--- src/rtl/ntt_sched_if.sv ---
// ntt_sched_if: requester handshake, coefficient-memory strobes and NTT control bundle.
interface ntt_sched_if #(parameter int AW = 6);
  logic [1:0] req, req_inv, grant, done;
  logic err, busy, mem_rd_en, ntt_valid_in, ntt_is_inv, ntt_valid_out, mem_wr_en;
  logic [AW-1:0] mem_rd_addr, mem_wr_addr;
  modport master(
    input req, req_inv, ntt_valid_out,
    output grant, done, err, busy, mem_rd_en, mem_rd_addr, ntt_valid_in, ntt_is_inv, mem_wr_en, mem_wr_addr
  );
  modport slave(
    output req, req_inv, ntt_valid_out,
    input grant, done, err, busy, mem_rd_en, mem_rd_addr, ntt_valid_in, ntt_is_inv, mem_wr_en, mem_wr_addr
  );
endinterface

--- src/rtl/ntt_sched.sv ---
// ntt_sched: round-robin owner of the NTT pipeline, paced beat reads, result writes and job timeout.
module ntt_sched #(
  parameter int BEATS = 64,
  parameter int GAP = 3,
  parameter int TIMEOUT = 4096
) (
  input logic clk,
  input logic rst,
  ntt_sched_if.master bus
);
  localparam int AW = $clog2(BEATS);
  localparam int AW1 = AW + 1;
  localparam int GW = $clog2(GAP + 1);
  localparam int TW = $clog2(TIMEOUT + 1);
  localparam logic [1:0] IDLE = 2'd0, ISSUE = 2'd1, DRAIN = 2'd2, DONE = 2'd3;
  logic [1:0] state, grant;
  logic inv, last, valid_in, err;
  logic [AW-1:0] rd_cnt;
  logic [AW:0] wr_cnt;
  logic [GW-1:0] gcnt;
  logic [TW-1:0] tcnt;
  logic active, rd, wr, rd_last, out_done, tmo, win;
  always_comb begin
    active = state == ISSUE || state == DRAIN;
    rd = state == ISSUE && gcnt == '0;
    wr = active && bus.ntt_valid_out && wr_cnt != AW1'(BEATS);
    rd_last = rd && rd_cnt == AW'(BEATS - 1);
    out_done = wr_cnt == AW1'(BEATS) || (wr && wr_cnt == AW1'(BEATS - 1));
    tmo = active && tcnt == TW'(TIMEOUT - 1);
    win = &bus.req ? !last : bus.req[1];
  end
  always_ff @(posedge clk) begin
    if (rst) begin
      state <= IDLE;
      grant <= '0;
      inv <= 1'b0;
      last <= 1'b1;
      rd_cnt <= '0;
      wr_cnt <= '0;
      gcnt <= '0;
      tcnt <= '0;
      valid_in <= 1'b0;
      err <= 1'b0;
    end else begin
      valid_in <= rd;
      gcnt <= (state == ISSUE && gcnt != GW'(GAP - 1)) ? gcnt + 1'b1 : '0;
      tcnt <= (active && !tmo) ? tcnt + 1'b1 : '0;
      if (rd) rd_cnt <= rd_cnt + 1'b1;
      if (wr) wr_cnt <= wr_cnt + 1'b1;
      if (tmo) begin
        err <= 1'b1;
        state <= IDLE;
        grant <= '0;
        inv <= 1'b0;
        rd_cnt <= '0;
        wr_cnt <= '0;
      end else begin
        case (state)
          IDLE: if (|bus.req) begin
            state <= ISSUE;
            grant <= win ? 2'b10 : 2'b01;
            inv <= bus.req_inv[win];
            last <= win;
            rd_cnt <= '0;
            wr_cnt <= '0;
          end
          ISSUE: if (rd_last) state <= out_done ? DONE : DRAIN;
          DRAIN: if (out_done) state <= DONE;
          DONE: begin
            state <= IDLE;
            grant <= '0;
            inv <= 1'b0;
            wr_cnt <= '0;
          end
        endcase
      end
    end
  end
  assign bus.grant = grant;
  assign bus.done = state == DONE ? grant : 2'b00;
  assign bus.err = err;
  assign bus.busy = state != IDLE;
  assign bus.mem_rd_en = rd;
  assign bus.mem_rd_addr = rd_cnt;
  assign bus.ntt_valid_in = valid_in;
  assign bus.ntt_is_inv = inv;
  assign bus.mem_wr_en = wr;
  assign bus.mem_wr_addr = wr_cnt[AW-1:0];
endmodule
--- src/flat_wrapper.sv ---
// flat-port wrapper written by rule: the top's interface ports become plain ports
module ntt_sched_flat 
#(
  parameter int BEATS = 64,
  parameter int GAP = 3,
  parameter int TIMEOUT = 4096
)
  (clk, rst, bus_req, bus_req_inv, bus_ntt_valid_out, bus_grant, bus_done, bus_err, bus_busy, bus_mem_rd_en, bus_mem_rd_addr, bus_ntt_valid_in, bus_ntt_is_inv, bus_mem_wr_en, bus_mem_wr_addr);
  ntt_sched_if bus_i ();
  input logic clk;
  input logic rst;
  input wire logic [$bits(bus_i.req)-1:0] bus_req;
  input wire logic [$bits(bus_i.req_inv)-1:0] bus_req_inv;
  input wire logic [$bits(bus_i.ntt_valid_out)-1:0] bus_ntt_valid_out;
  output wire logic [$bits(bus_i.grant)-1:0] bus_grant;
  output wire logic [$bits(bus_i.done)-1:0] bus_done;
  output wire logic [$bits(bus_i.err)-1:0] bus_err;
  output wire logic [$bits(bus_i.busy)-1:0] bus_busy;
  output wire logic [$bits(bus_i.mem_rd_en)-1:0] bus_mem_rd_en;
  output wire logic [$bits(bus_i.mem_rd_addr)-1:0] bus_mem_rd_addr;
  output wire logic [$bits(bus_i.ntt_valid_in)-1:0] bus_ntt_valid_in;
  output wire logic [$bits(bus_i.ntt_is_inv)-1:0] bus_ntt_is_inv;
  output wire logic [$bits(bus_i.mem_wr_en)-1:0] bus_mem_wr_en;
  output wire logic [$bits(bus_i.mem_wr_addr)-1:0] bus_mem_wr_addr;
  assign bus_i.req = bus_req;
  assign bus_i.req_inv = bus_req_inv;
  assign bus_i.ntt_valid_out = bus_ntt_valid_out;
  assign bus_grant = bus_i.grant;
  assign bus_done = bus_i.done;
  assign bus_err = bus_i.err;
  assign bus_busy = bus_i.busy;
  assign bus_mem_rd_en = bus_i.mem_rd_en;
  assign bus_mem_rd_addr = bus_i.mem_rd_addr;
  assign bus_ntt_valid_in = bus_i.ntt_valid_in;
  assign bus_ntt_is_inv = bus_i.ntt_is_inv;
  assign bus_mem_wr_en = bus_i.mem_wr_en;
  assign bus_mem_wr_addr = bus_i.mem_wr_addr;
  ntt_sched #(.BEATS(BEATS), .GAP(GAP), .TIMEOUT(TIMEOUT)) u_core (.clk(clk), .rst(rst), .bus(bus_i));
endmodule
--- config.mk ---
export PLATFORM = sky130hd
export DESIGN_NAME = ntt_sched_flat
export DESIGN_NICKNAME = d
export VERILOG_FILES = /design/src/rtl/ntt_sched_if.sv /design/src/rtl/ntt_sched.sv /design/src/flat_wrapper.sv
export SDC_FILE = /design/constraint.sdc
export NUM_CORES = 1
export LEC_CHECK = 0
export ABC_AREA = 1
export CAP_MARGIN = 20
export CORE_UTILIZATION = 47
export DETAILED_ROUTE_END_ITERATION = 8
export GPL_TIMING_DRIVEN = 0
export PLACE_DENSITY_LB_ADDON = 0.1
export SLEW_MARGIN = 20
export SYNTH_ARGS = -nofsm -noshare
export SYNTH_HDL_FRONTEND = slang
export SYNTH_SLANG_ARGS = --single-unit
--- constraint.sdc ---
create_clock -name clk -period 1.6 [get_ports clk]
set_input_delay 0.32 -clock clk [delete_from_list [all_inputs] [get_ports clk]]
set_output_delay 0.32 -clock clk [all_outputs]
set_load 0.02 [all_outputs]
==> impl_metrics.json <==
{
  "critical-path-slowest-cell": "dfxtp_4",
  "reg2reg_to": "u_core.wr_cnt[4]$_SDFF_PP0_",
  "die_h_um": 63.87,
  "finalHoldViolCount": 0,
  "min_delay_worst_endpoint": "u_core.gcnt[0]$_SDFF_PP0_",
  "globalplace.congestion": 0.7995,
  "drc_errors": 0,
  "relSlewSlack_pct": 79.61,
  "p_per_area_mw_per_mm2": 1286,
  "hold_path_class": "register to register",
  "setup_ws_ns": -0.07943,
  "clock_latency_ns": 0.29,
  "final_antenna_net_count": 0,
  "finalMaxSlewViolations": 0,
  "rrSetupSlack_ns": 0.07,
  "area_growth_pct": 42.91,
  "start_util_pct": 49.15,
  "crit_fanout": 4,
  "cp_cell_sequence": "inv_4 > ha_4 > nand2_2 > inv_2 > nand2_4 > inv_4 > buf_6",
  "ys_seq_area_share_pct": 40.06,
  "worstHoldStart": "u_core.gcnt[0]$_SDFF_PP0_",
  "wl_per_cell_um": 11.04,
  "syn_nets": 251,
  "worst_path_most_repeated_cell": "inv_4",
  "grt_max_degree": 11,
  "grt_pass1_vias": 1459,
  "syn_area_per_cell_um2": 7.689,
  "start_kind": "register",
  "synth_cells": 234,
  "cts_root_buf": "clkbuf_8",
  "min_period_ns": 1.679,
  "r2r.worst_path.cells": 9,
  "dp_hpwl_um": 2425,
  "worst_slew_pin_slew_ns": 0.3020,
  "clk_pin_slew_ns": 0.07,
  "yosys_warnings": 0,
  "antenna_found_initial": 0,
  "syn_area_mm2": 0.001799,
  "criticalPathCategory": "register to output port",
  "clkSinkCount": 36,
  "die_x_um": 63.87,
  "final_layout_size_suffix_gt1_share_pct": 31.40,
  "async_reset_ff_share_pct": 0,
  "cts_hold_buf": 0,
  "end_kind": "output port",
  "synth_edf_count": 0,
  "num_rows": 22,
  "drt-total-wl_um": 3763,
  "num-nets-final": 309,
  "antenna_cells": 0,
  "critPathArrivalTime_ns": 1.36,
  "clock.fmax_ghz": 0.5954,
  "status": "finished, violations left",
  "synth_flop_cell": "dfxtp_1",
  "clockBufferDepth": 2,
  "grt_overflow": 0,
  "cts_tree": "built",
  "synth_top_area_cell": "dfxtp_1",
  "dr_total_vias": 1597,
  "fin_crit_sh_pct": 105.0,
  "boundaryPins": 29,
  "yosysTopAreaCellShare_pct": 40.06,
  "rr_startpoint": "u_core.state[1]$_SDFFE_PP0P_",
  "dr.pass1.iters": 4,
  "grt_first_pass_wirelength_um": 6141,
  "clock-skew-final_ns": 0.007632,
  "max-cap-violations": 0,
  "synth_cell_type_count": 27,
  "numCtsBuffers": 5,
  "critical_path_required_ns": 1.28,
  "dp_cells": 310,
  "holdPathStages": 1,
  "synth_area_leaders": "dfxtp_1 40%, nand2_1 7.7%, nor2_1 7.7%",
  "io_buffers": 28,
  "instances_no_fill": 341,
  "setup_viol": 1,
  "max_stage_delay_ns": 0.38,
  "peakVddDrop_mv": 0.7319,
  "htree_levels": 2,
  "fin_setup_tns_ns": -0.07943,
  "rsz0062_at_grt": "yes",
  "drtIter0Drc": 45,
  "ys_ff_latch": 36,
  "core-area_mm2": 0.003661,
  "violations": "negative setup slack",
  "synth_common_cells": "37 x nand2_1, 37 x nor2_1, 36 x dfxtp_1",
  "fp.dieArea_mm2": 0.004079,
  "gr-usage-all-layers_pct": 19.49,
  "leakagePower_nw": 1.155,
  "viasPerCell": 4.683,
  "critPathTopFamily": "flip-flops",
  "crit_buf_inv": 4
}
## metal layers
layer	GRT usage, %	part of all wire [%]	vias up
li1	-	-	850
met1	22.64	47	719
met2	32.85	48	21
met3	5.893	3.6	7
met4	8.523	1.7	0
met5	0	0	-
## worst max-delay path by stage
stage / startpoint / to / slack [ns] / depth (start not counted)
2_1_floorplan: u_core.state[1]$_SDFFE_PP0P_ / u_core.state[0]$_SDFFE_PP0P_ / 0.05 / 9
3_3_place_gp: u_core.state[0]$_SDFFE_PP0P_ / bus_mem_wr_en / -0.59 / 7
5_1_grt: u_core.state[1]$_SDFFE_PP0P_ / bus_mem_wr_en / -0.13 / 7
4_1_cts: u_core.state[0]$_SDFFE_PP0P_ / bus_done[0] / -0.10 / 5
6_report: u_core.state[1]$_SDFFE_PP0P_ / bus_mem_wr_en / -0.08 / 7
3_5_place_dp: u_core.state[0]$_SDFFE_PP0P_ / bus_mem_wr_en / -0.62 / 7
## power breakdown
| group | switching [mW] | total (mW) | internal [mW] |
|---|---|---|---|
| logic | 0.822 | 1.51 | 0.687 |
| clock network | 0.314 | 0.665 | 0.351 |
| registers | 0.105 | 1.13 | 1.03 |
| total | 1.24 | 3.31 | 2.06 |
## kinds of logic after synthesis
family	after synthesis	synth area share, %
AOI/OAI and AO/OA	24	7.163
xor gates and xnor gates	15	7.302
adders and majority gates	10	6.954
buffers and inverters	39	9.597
DFF	36	40.06
and+or+nand+nor	110	28.93
## layout make-up
class                   count  area (um2)
flip-flops and latches     36       738.2
repair buffers             51       436.7
multi-input cells         159        1057
plain buffers               7       56.30
clock buffers               8       90.09
fillers                   283        1090
inverters                  32       132.6
well taps                  48       60.06
## flip-flops by register name, summed over array words and instances (netlist names)
signal / cells
u_core.bus.mem_rd_addr: 6
u_core.bus.grant: 2
u_core.bus.ntt_is_inv: 1
u_core.wr_cnt: 7
u_core.tcnt: 13
u_core.last: 1
u_core.bus.ntt_valid_in: 1
u_core.bus.err: 1
u_core.state: 2
u_core.gcnt: 2
## cell usage in the layout (no fill, tap or decap), types with 6 or more instances in the layout
cell type        Yosys  final
nor2_1              37     35
nand2_1             37     34
buf_4                7     29
dfxtp_1             36     26
inv_1               30     22
a21oi_1             14     12
dlygate4sd2_1        0     11
xor2_1               9      9
nand3_1             11      8
clkdlybuf4s50_1      0      8
dfxtp_2              0      8
xnor2_1              6      6
clkbuf_8             0      6
## stage by stage
| step | total power [mW] | worst slack [ns] | hold WS [ns] | area [um2] | utilization (%) |
|---|---|---|---|---|---|
| global route | 3.526 | -0.1326 | 0.4385 | 2571 | 70.23 |
| CTS | 2.978 | -0.1031 | 0.4145 | 2382 | 65.07 |
| finish | 3.306 | -0.07943 | 0.4086 | 2571 | 70.23 |
| global placement | 2.115 | -0.5893 | 0.4044 | 2140 | 58.44 |
| floorplan | 1.775 | 0.04909 | 0.3891 | 1799 | - |
| detailed placement | 2.124 | -0.6177 | 0.4049 | 2140 | 58.44 |
## what timing repair did
item / 4_1_cts / 5_1_grt
resized for setup: 64 / 30
pin swaps: 6 / 11
buffers inserted: 11 / 12
endpoints found under the setup margin: 44 / 36
Power figures use the tool's default switching activity.
